--- src/rtl/axi_tap_pkg.sv ---
`default_nettype none
// ============================================================================
//  Module      : axi_tap_pkg
//  Description : Shared types and constants for the AXI W-channel stream tap.
//                Holds the capture FSM state encoding, the drop counter width
//                and helpers that describe the {last, data} entry layout.
//  Revision    : 1.0 - initial release
// ============================================================================
package axi_tap_pkg;

   // Capture FSM states. IDLE is always a burst boundary.
   typedef enum logic [1:0] {
      IDLE    = 2'd0,
      CAPTURE = 2'd1,
      DISCARD = 2'd2
   } cap_state_t;

   localparam int DROP_CNT_W = 16;

   // Capture entry layout: {last, data}, with last in the MSB.
   function automatic int entry_width(input int data_width);
      return data_width + 1;
   endfunction

   function automatic int entry_last_bit(input int data_width);
      return data_width;
   endfunction

endpackage
`default_nettype wire

--- src/rtl/sync_fifo_fwft.sv ---
`default_nettype none
// ============================================================================
//  Module      : sync_fifo_fwft
//  Description : Single-clock first-word fall-through FIFO. The head entry is
//                visible on rdata_o whenever the FIFO is not empty.
//  Ports       : clk, resetn (sync, active low)
//                push_i/wdata_i  - write side (ignored when full)
//                pop_i           - remove the head (ignored when empty)
//                rdata_o         - head entry
//                count_o         - registered occupancy
//                empty_o         - occupancy is zero
//  Revision    : 1.0 - initial release
// ============================================================================
module sync_fifo_fwft #(
   parameter int WIDTH = 8,
   parameter int DEPTH = 16
) (
   input  logic                       clk,
   input  logic                       resetn,
   input  logic                       push_i,
   input  logic [WIDTH-1:0]           wdata_i,
   input  logic                       pop_i,
   output logic [WIDTH-1:0]           rdata_o,
   output logic [$clog2(DEPTH+1)-1:0] count_o,
   output logic                       empty_o
);

   localparam int CNT_W = $clog2(DEPTH + 1);
   localparam int PTR_W = (DEPTH > 1) ? $clog2(DEPTH) : 1;
   localparam logic [PTR_W-1:0] LAST_IDX = PTR_W'(DEPTH - 1);

   logic [WIDTH-1:0] mem_q [DEPTH];
   logic [PTR_W-1:0] wr_ptr_q, wr_ptr_d;
   logic [PTR_W-1:0] rd_ptr_q, rd_ptr_d;
   logic [CNT_W-1:0] count_q, count_d;
   logic             push_ok;
   logic             pop_ok;

   assign push_ok = push_i && (count_q != CNT_W'(DEPTH));
   assign pop_ok  = pop_i  && (count_q != '0);

   always_comb begin
      wr_ptr_d = wr_ptr_q;
      rd_ptr_d = rd_ptr_q;
      count_d  = count_q;
      if (push_ok) begin
         wr_ptr_d = (wr_ptr_q == LAST_IDX) ? '0 : wr_ptr_q + PTR_W'(1);
      end
      if (pop_ok) begin
         rd_ptr_d = (rd_ptr_q == LAST_IDX) ? '0 : rd_ptr_q + PTR_W'(1);
      end
      case ({push_ok, pop_ok})
         2'b10:   count_d = count_q + CNT_W'(1);
         2'b01:   count_d = count_q - CNT_W'(1);
         default: count_d = count_q;
      endcase
   end

   always_ff @(posedge clk) begin
      if (!resetn) begin
         wr_ptr_q <= '0;
         rd_ptr_q <= '0;
         count_q  <= '0;
      end else begin
         wr_ptr_q <= wr_ptr_d;
         rd_ptr_q <= rd_ptr_d;
         count_q  <= count_d;
      end
   end

   // Storage is not reset; the consumer masks the head while empty.
   always_ff @(posedge clk) begin
      if (push_ok) begin
         mem_q[wr_ptr_q] <= wdata_i;
      end
   end

   assign rdata_o = mem_q[rd_ptr_q];
   assign count_o = count_q;
   assign empty_o = (count_q == '0);

endmodule
`default_nettype wire

--- src/rtl/axi_w_stream_tap.sv ---
`default_nettype none
// ============================================================================
//  Module      : axi_w_stream_tap
//  Description : AXI W-channel passthrough that also captures every forwarded
//                beat into a burst-aware FIFO and presents complete bursts on
//                a side stream. STALL_ON_FULL selects back-pressure (1) or
//                whole-burst capture dropping (0) when capture space is short.
//  Ports       : clk, resetn (sync, active low)
//                AXIS_w*       - upstream W channel (wready is an output)
//                AXIM_w*       - downstream W channel (wready is an input)
//                ready         - stream grant; a beat pops on ready & valid
//                valid         - at least one complete burst is captured
//                in_progress   - a captured burst is being streamed
//                data / last   - FIFO head (zero when empty)
//                drop_count    - saturating count of beats not captured
//  Revision    : 1.0 - initial release
// ============================================================================
module axi_w_stream_tap
   import axi_tap_pkg::*;
#(
   parameter int DATA_WIDTH    = 128,
   parameter int ID_WIDTH      = 32,
   parameter int USER_WIDTH    = 64,
   parameter int BURST_LEN     = 8,
   parameter int FIFO_DEPTH    = 16,
   parameter int STALL_ON_FULL = 1
) (
   input  logic                    clk,
   input  logic                    resetn,
   // side stream
   input  logic                    ready,
   output logic                    valid,
   output logic                    in_progress,
   output logic [DATA_WIDTH-1:0]   data,
   output logic                    last,
   output logic [DROP_CNT_W-1:0]   drop_count,
   // upstream W channel
   input  logic [ID_WIDTH-1:0]     AXIS_wid,
   input  logic [DATA_WIDTH-1:0]   AXIS_wdata,
   input  logic [DATA_WIDTH/8-1:0] AXIS_wstrb,
   input  logic                    AXIS_wlast,
   input  logic [USER_WIDTH-1:0]   AXIS_wuser,
   input  logic                    AXIS_wvalid,
   output logic                    AXIS_wready,
   // downstream W channel
   output logic [ID_WIDTH-1:0]     AXIM_wid,
   output logic [DATA_WIDTH-1:0]   AXIM_wdata,
   output logic [DATA_WIDTH/8-1:0] AXIM_wstrb,
   output logic                    AXIM_wlast,
   output logic [USER_WIDTH-1:0]   AXIM_wuser,
   output logic                    AXIM_wvalid,
   input  logic                    AXIM_wready
);

   localparam int CNT_W    = $clog2(FIFO_DEPTH + 1);
   localparam int BEAT_W   = $clog2(BURST_LEN + 1);
   localparam int ENTRY_W  = entry_width(DATA_WIDTH);
   localparam int LAST_BIT = entry_last_bit(DATA_WIDTH);

   cap_state_t             state_q, state_d;
   logic [BEAT_W-1:0]      beat_cnt_q, beat_cnt_d;
   logic [CNT_W-1:0]       complete_q;
   logic                   mid_burst_q;
   logic [DROP_CNT_W-1:0]  drop_q;

   logic [CNT_W-1:0]       fifo_count;
   logic [CNT_W-1:0]       free_entries;
   logic                   fifo_empty;
   logic [ENTRY_W-1:0]     head;
   logic                   head_last;
   logic                   room;
   logic                   gate;
   logic                   accept;
   logic                   trunc;
   logic                   push;
   logic                   push_last;
   logic                   drop;
   logic                   pop;

   // ---------------------------------------------------------------------
   // Passthrough. Free space comes from the registered count only, so a
   // same-cycle pop never helps admit a new burst.
   // ---------------------------------------------------------------------
   assign free_entries = CNT_W'(FIFO_DEPTH) - fifo_count;
   assign room         = (free_entries >= CNT_W'(BURST_LEN));

   assign gate = !resetn ||
                 ((STALL_ON_FULL != 0) && (state_q == IDLE) && AXIS_wvalid && !room);

   assign AXIM_wid    = AXIS_wid;
   assign AXIM_wdata  = AXIS_wdata;
   assign AXIM_wstrb  = AXIS_wstrb;
   assign AXIM_wlast  = AXIS_wlast;
   assign AXIM_wuser  = AXIS_wuser;
   assign AXIM_wvalid = gate ? 1'b0 : AXIS_wvalid;
   assign AXIS_wready = gate ? 1'b0 : AXIM_wready;

   assign accept = AXIS_wvalid && AXIS_wready;

   // ---------------------------------------------------------------------
   // Capture FSM. beat_cnt_q is zero in IDLE, so the truncation test also
   // covers the first beat when BURST_LEN is 1.
   // ---------------------------------------------------------------------
   assign trunc = (beat_cnt_q == BEAT_W'(BURST_LEN - 1));

   always_comb begin
      state_d    = state_q;
      beat_cnt_d = beat_cnt_q;
      push       = 1'b0;
      push_last  = 1'b0;
      drop       = 1'b0;
      if (accept) begin
         unique case (state_q)
            IDLE, CAPTURE: begin
               // A burst is admitted at IDLE only with a full burst of room,
               // so CAPTURE never finds the FIFO full.
               if ((state_q == CAPTURE) || room) begin
                  push      = 1'b1;
                  push_last = AXIS_wlast || trunc;
                  if (AXIS_wlast) begin
                     state_d    = IDLE;
                     beat_cnt_d = '0;
                  end else if (trunc) begin
                     state_d    = DISCARD;
                     beat_cnt_d = '0;
                  end else begin
                     state_d    = CAPTURE;
                     beat_cnt_d = beat_cnt_q + BEAT_W'(1);
                  end
               end else begin
                  drop = 1'b1;
                  if (!AXIS_wlast) begin
                     state_d = DISCARD;
                  end
               end
            end
            DISCARD: begin
               drop = 1'b1;
               if (AXIS_wlast) begin
                  state_d = IDLE;
               end
            end
            default: begin
               state_d    = IDLE;
               beat_cnt_d = '0;
            end
         endcase
      end
   end

   always_ff @(posedge clk) begin
      if (!resetn) begin
         state_q    <= IDLE;
         beat_cnt_q <= '0;
      end else begin
         state_q    <= state_d;
         beat_cnt_q <= beat_cnt_d;
      end
   end

   // ---------------------------------------------------------------------
   // Capture FIFO
   // ---------------------------------------------------------------------
   sync_fifo_fwft #(
      .WIDTH (ENTRY_W),
      .DEPTH (FIFO_DEPTH)
   ) u_fifo (
      .clk     (clk),
      .resetn  (resetn),
      .push_i  (push),
      .wdata_i ({push_last, AXIS_wdata}),
      .pop_i   (pop),
      .rdata_o (head),
      .count_o (fifo_count),
      .empty_o (fifo_empty)
   );

   assign head_last = head[LAST_BIT];

   // ---------------------------------------------------------------------
   // Stream side
   // ---------------------------------------------------------------------
   assign valid       = (complete_q != '0);
   assign pop         = ready && valid;
   assign in_progress = mid_burst_q || (valid && ready);
   assign data        = fifo_empty ? '0 : head[DATA_WIDTH-1:0];
   assign last        = !fifo_empty && head_last;
   assign drop_count  = drop_q;

   always_ff @(posedge clk) begin
      if (!resetn) begin
         complete_q  <= '0;
         mid_burst_q <= 1'b0;
         drop_q      <= '0;
      end else begin
         case ({push && push_last, pop && head_last})
            2'b10:   complete_q <= complete_q + CNT_W'(1);
            2'b01:   complete_q <= complete_q - CNT_W'(1);
            default: complete_q <= complete_q;
         endcase
         if (pop) begin
            mid_burst_q <= !head_last;
         end
         if (drop && (drop_q != '1)) begin
            drop_q <= drop_q + DROP_CNT_W'(1);
         end
      end
   end

endmodule
`default_nettype wire
--- config.mk ---
export PLATFORM = sky130hd
export DESIGN_NAME = axi_w_stream_tap
export DESIGN_NICKNAME = d
export VERILOG_FILES = /design/src/rtl/axi_tap_pkg.sv /design/src/rtl/sync_fifo_fwft.sv /design/src/rtl/axi_w_stream_tap.sv
export SDC_FILE = /design/constraint.sdc
export NUM_CORES = 2
export LEC_CHECK = 0
export BUFFER_PORTS_ARGS = -buffer_cell sky130_fd_sc_hd__buf_2
export CAP_MARGIN = 10
export CORE_MARGIN = 5
export CORE_UTILIZATION = 51
export CTS_BUF_LIST = sky130_fd_sc_hd__clkbuf_4
export DETAILED_ROUTE_END_ITERATION = 8
export PLACE_DENSITY = 0.77
export SYNTH_ARGS = -nofsm -noshare
export SYNTH_HDL_FRONTEND = slang
export SYNTH_SLANG_ARGS = --single-unit
--- constraint.sdc ---
create_clock -name clk -period 20.1 [get_ports clk]
set_input_delay 4.02 -clock clk [delete_from_list [all_inputs] [get_ports clk]]
set_output_delay 4.02 -clock clk [all_outputs]
set_load 0.05 [all_outputs]
== Word level (Yosys, flattened, before mapping) ==
Memory sizes are Yosys's and may differ from the RTL's. A register that Yosys moved wholly into a read port is not among the register bits.
Index checks and enable logic that the tools add are counted.

* Bits in writable memories: 2064
* Register bits after elaboration: 41
* Word-level logic and storage cells: 91
* Memories kept: 1
* Output and inout port bits: 390

{| class="wikitable"
|+ Memory list
! name !! words !! width !! rd ports !! clocked after Yosys merged registers in !! write ports !! line !! source
|-
| u_fifo.mem_q || 16 || 129 || 1 || 1 || 1 || sync_fifo_fwft.sv:32 || <nowiki>logic [WIDTH-1:0] mem_q [DEPTH];</nowiki>
|}

* Equal/unequal tests: 14
* Mux-type cells: 30
* Order comparisons: 1
* Reductions and logical operators: 27
* Bitwise operators: 1
* $add $sub $neg: 9

{| class="wikitable"
|+ Operators by type and width
! kind !! count
|-
| 128-bit 2-to-1 mux || 1
|-
| 4-bit 2-to-1 mux || 7
|-
| 5-bit case mux with 2 select lines || 2
|-
| 16-bit by 1-bit adder with 16-bit output (second input constant) || 1
|-
| 16-bit != test (second input constant) || 1
|-
| 4-bit by 1-bit adder with 4-bit output (second input constant) || 3
|-
| 1-bit 2-to-1 mux || 12
|-
| 5-bit by 1-bit adder with 5-bit output (second input constant) || 2
|-
| 1-bit logical AND || 10
|-
| 2-bit 2-to-1 mux || 5
|-
| 5-bit nonzero test || 2
|-
| 5-bit by 1-bit subtractor with 5-bit output (second input constant) || 2
|-
| 4-bit == test (second input constant) || 2
|-
| 4-bit case mux with 2 select lines || 1
|-
| 2-bit by 1-bit == test with 1-bit output (second input constant) || 3
|-
| 2-bit == test (second input constant) || 3
|-
| 3-bit AND reduction || 2
|-
| 5-bit by 4-bit >= comparator with 1-bit output (second input constant) || 1
|-
| 5-bit logical NOT || 1
|-
| 5-bit != test (second input constant) || 1
|-
| 5-bit subtractor (first input constant) || 1
|-
| 4-bit by 3-bit == test with 1-bit output (second input constant) || 1
|-
| 1-bit logical NOT || 4
|-
| 1-bit logical OR || 4
|-
| other kinds (8) || 10
|}

== Depth between registers and ports, before layout ==
* Word-level depth: 11
* Depth in mapped cells: 17

== By module ==
A second synthesis with hierarchy kept.

* Cells, all modules: 3856
* Area, all modules: 82223.9 um^2

{| class="wikitable"
|+ Modules (own cells, without submodules)
! module !! cells each !! times used !! area each (um^2)
|-
| sync_fifo_fwft || 3281 || 1 || 77946.0
|-
| axi_w_stream_tap || 575 || 1 || 4277.9
|}

== Least setup slack after synthesis ==
Ideal clock, no wire load.

* Kind: input to register
* Start point: input port AXIM_wready
* End point: memory u_fifo.mem_q[0][0] (netlist name) (enable)
* Cell stages on the path: 5
* Path buffers: 1
* Arrival: 17770 ps
* Setup slack: 1351 ps
* Path through: nand3_1 > nor4_4 > inv_2 > clkbuf_8 > nor4b_1

* Word-level cells in the longest chain between the ends: 6

{| class="wikitable"
|+ Ends and longest elaborated chain
! item !! line !! source
|-
| from (decl) || axi_w_stream_tap.sv:52 || <nowiki>input logic AXIM_wready</nowiki>
|-
| 1-bit 2-to-1 mux || axi_w_stream_tap.sv:96 || <nowiki>assign AXIS_wready = gate ? 1'b0 : AXIM_wready;</nowiki>
|-
| 1-bit logical AND || axi_w_stream_tap.sv:98 || <nowiki>assign accept = AXIS_wvalid && AXIS_wready;</nowiki>
|-
| 1-bit 2-to-1 mux || axi_w_stream_tap.sv:112 || <nowiki>if (accept) begin</nowiki>
|-
| 1-bit logical AND || sync_fifo_fwft.sv:39 || <nowiki>assign push_ok = push_i && (count_q != CNT_W'(DEPTH));</nowiki>
|-
| 1-bit 2-to-1 mux || sync_fifo_fwft.sv:73 || <nowiki>if (push_ok) begin</nowiki>
|-
| 1-bit 2-to-1 mux (implied by the code) || sync_fifo_fwft.sv:74 || <nowiki>mem_q[wr_ptr_q] <= wdata_i;</nowiki>
|-
| to (decl) || sync_fifo_fwft.sv:32 ||
|}

Every way passes these cells.

==> impl_summary.log <==
[metrics] Setup Fix Bufs, Post-CTS: 0
[metrics] Post-Synthesis Net Count: 3955
[metrics] core region area: 160000 um^2
[metrics] routed length per placed instance: 28.5 um
[metrics] final WL: 194000 um
[metrics] worst skew pair latency: 1330 ps
[metrics] global placer's final weighted congestion: 0.732
[metrics] Final period util: 50.1%
[metrics] static leakage: 28.7 nW
[metrics] starting density of the core: 51.2%
[metrics] share of async-settable or async-resettable flops after synthesis: 0%
[metrics] CTS Buf Count: 544
[metrics] largest fanout on the critical path: 135
[metrics] area added between synthesis and finish: 11.2%
[metrics] fraction of layout cells with a size suffix above 1: 39.4%
[metrics] deepest clock path buffer count: 4
[metrics] wire length of the first global-routing pass: 280000 um
[metrics] register area share after synthesis: 76.6%
[metrics] first drt pass iteration count: 5
[metrics] ratio of routed vias to standard cells: 5.90
[metrics] required time worst endpoint: 16080 ps
[metrics] Die Wd: 411 um
[metrics] number of levels the H-tree was split into: 6
[metrics] outcome: completed
[metrics] Hold Crit Class: reg -> reg
[metrics] Syn. warnings: 0
[metrics] remaining max-slew budget at the tightest pin: 20.6%
[metrics] post-layout utilization of the core: 57.0%
[metrics] number of clock sinks: 2109
[metrics] Worst Setup End Kind: primary output
[metrics] buffer cell driving the clock tree root: clkbuf_4
[metrics] Worst Setup Path Type: reg -> out
[metrics] Critical Path Source Type: register
[metrics] unrepaired setup endpoints after global routing: false
[metrics] Ports: 636
[metrics] most used flip-flop cell after synthesis: edfxtp_1
[metrics] gate count after technology mapping: 3692
[metrics] NumNets Final: 4560
[metrics] Via Count: 40000
[metrics] final hold violation count: 0
[metrics] peak ir drop on the vdd network: 0.0000800 V
[metrics] Fmax achieved: 0.0992 GHz
[metrics] number of buffers added to fix hold violations after cts: 0
[metrics] violation count after the first detailed-routing iteration: 4095
[metrics] max-cap violations: 0
[metrics] height of the chip: 411 um
[metrics] startpoint of the worst register-to-register path: u_fifo.count_o[0]
[metrics] final sum of negative setup slack: 0 ps
[metrics] Mean Syn Cell Area: 22.2 um^2
[metrics] Tightest Pin Transition: 1180 ps
[metrics] number of setup violations in the final report: 0
[metrics] initial antenna violation count: 11
[metrics] vias in the first global route: 42500
[metrics] overall fraction of global-route tracks in use: 22.9%
[metrics] synthesized cell area: 82100 um^2
[metrics] register clock-pin slew on the reported worst setup and hold paths: 70 ps
[metrics] number of max-slew violations in the final report: 0
[metrics] DRC violation count after routing: 0
[metrics] number of enable flip-flop cells after synthesis: 2064
[metrics] Final HPWL DP: 98200 um
[metrics] clock tree from TritonCTS: built
[metrics] number of library cell types mapped by synthesis: 59
[metrics] data arrival time of the critical path: 6060 ps
[metrics] PD cells: 94.2 nW/um^2
[metrics] GRT overflow: 0
[metrics] post-route ant nets: 0
[metrics] total die area: 169000 um^2
[metrics] total of buffers placed on input and output ports: 411
[metrics] Gates resized, CTS repair: 0
[metrics] final critical path time including I/O delays and setup: 10080 ps
[metrics] number of core rows: 147
[metrics] launch instance of the worst min-delay path: beat_cnt_q[1]
[metrics] largest net degree at the start of global routing: 160
[metrics] post-synthesis register bit count: 2109
[metrics] Setup Skew: 73.0 ps
==> area by class of cell <==
type / instances / area [um^2]
well taps: 2160 / 2700
flip-flops and latches: 2109 / 62900
multi-input cells: 1144 / 16700
inverters: 12 / 45.0
repair buffers: 486 / 2700
clock inverters: 115 / 698
diodes: 8 / 20.0
clock buffers: 752 / 5650
fillers: 11800 / 69000
==> layer usage <==
layer  global-route usage (%)  wire, um  vias up
li1                         -         -    16800
met1                     29.0     72100    20900
met4                     10.6      8200        6
met2                     37.6     96900     1897
met3                     5.68     16400      486
met5                        0        34        -
==> sequential cells by signal (all words and copies together) (netlist names), named ones only <==
register         count
u_fifo.mem_q      2064
drop_count          16
complete_q           5
u_fifo.count_o       5
beat_cnt_q           4
u_fifo.rd_ptr_q      4
u_fifo.wr_ptr_q      4
state_q              2
mid_burst_q          1
==> cells by family (layout without fill, tap and decap cells) <==
family / Yosys count / after routing / synth area share, %
flip-flops: 2109 / 2109 / 76.6
buffers and inverters: 439 / 1365 / 3.26
other: 0 / 8 / 0
adder cells (fa/ha/maj): 17 / 17 / 0.268
AO/OA/AOI/OAI: 176 / 176 / 1.33
AND/OR/NAND/NOR: 150 / 150 / 0.981
XOR/XNOR: 20 / 20 / 0.213
multiplexers: 781 / 781 / 17.4
==> through the flow <==
stage / hold slack, ps / power [mW] / std cells / area, um^2 / setup slack, ps
finish: 498 / 8.61 / 6786 / 91400 / 10020
global route: 525 / 8.97 / 6783 / 91300 / 9470
CTS: 493 / 8.72 / 6778 / 91300 / 9760
detailed placement: 485 / 5.23 / 5911 / 85000 / 11240
global placement: 463 / 5.23 / 5911 / 85000 / 11170
floorplan: 447 / 5.18 / 3692 / 82100 / 1350
==> layout by cell type (no fill, tap or decap), drive strengths merged, types with 6 or more instances in the layout <==
cell,instances
o22ai,130
nand4,8
diode,8
xnor2,14
bufinv,9
nand3,10
buf,486
xor2,6
dfxtp,45
mux4,516
edfxtp,2064
ha,16
inv,25
a21oi,16
mux2i,264
nor2,40
clkbuf,752
nor3b,6
nor3,15
clkinv,88
o21ai,12
nand2,30
==> cell usage after synthesis (4+ instances only) <==
cell type	n	area share, %
a21oi_1	16	0.098
nor2b_1	5	0.038
buf_1	33	0.15
xor2_1	6	0.064
nor2_1	40	0.18
inv_1	10	0.046
nand2b_1	5	0.038
nand2_1	30	0.14
nor3b_1	6	0.055
nand3_1	10	0.061
nand4_1	8	0.061
clkbuf_1	97	0.44
buf_2	49	0.30
o21ai_0	12	0.073
ha_1	16	0.24
mux4_2	516	14
dfxtp_1	45	1.1
mux2i_1	264	3.2
clkbuf_8	4	0.067
nor4b_1	5	0.053
o22ai_1	130	0.99
xnor2_1	14	0.15
and3_1	5	0.038
edfxtp_1	2064	75
buf_4	242	2.2
nor3_1	15	0.091
==> worst max-delay path, cell delays in order, from the launching register on <==
cell	delay (ps)
dfxtp_4	720
buf_12	670
buf_4	970
buf_4	810
mux4_2	360
mux2i_1	80
o22ai_1	580
buf_2	390
==> path summary, 6_finish.rpt <==
path,end,slack [ps],cells after the start
max,data[43],10020,7
min,beat_cnt_q[1],500,2
max reg2reg,u_fifo.mem_q[6][98],14700,10
min reg2reg,beat_cnt_q[1],500,2
==> power breakdown <==
part | total, mW | internal [mW] | leakage [nW] | switching [mW]
Clock | 3.47 | 1.83 | 3.80 | 1.64
Sequential | 4.84 | 4.84 | 18.9 | 0.00426
Combinational | 0.296 | 0.0602 | 5.99 | 0.236
Note: power is estimated with default switching activity, not from simulation.
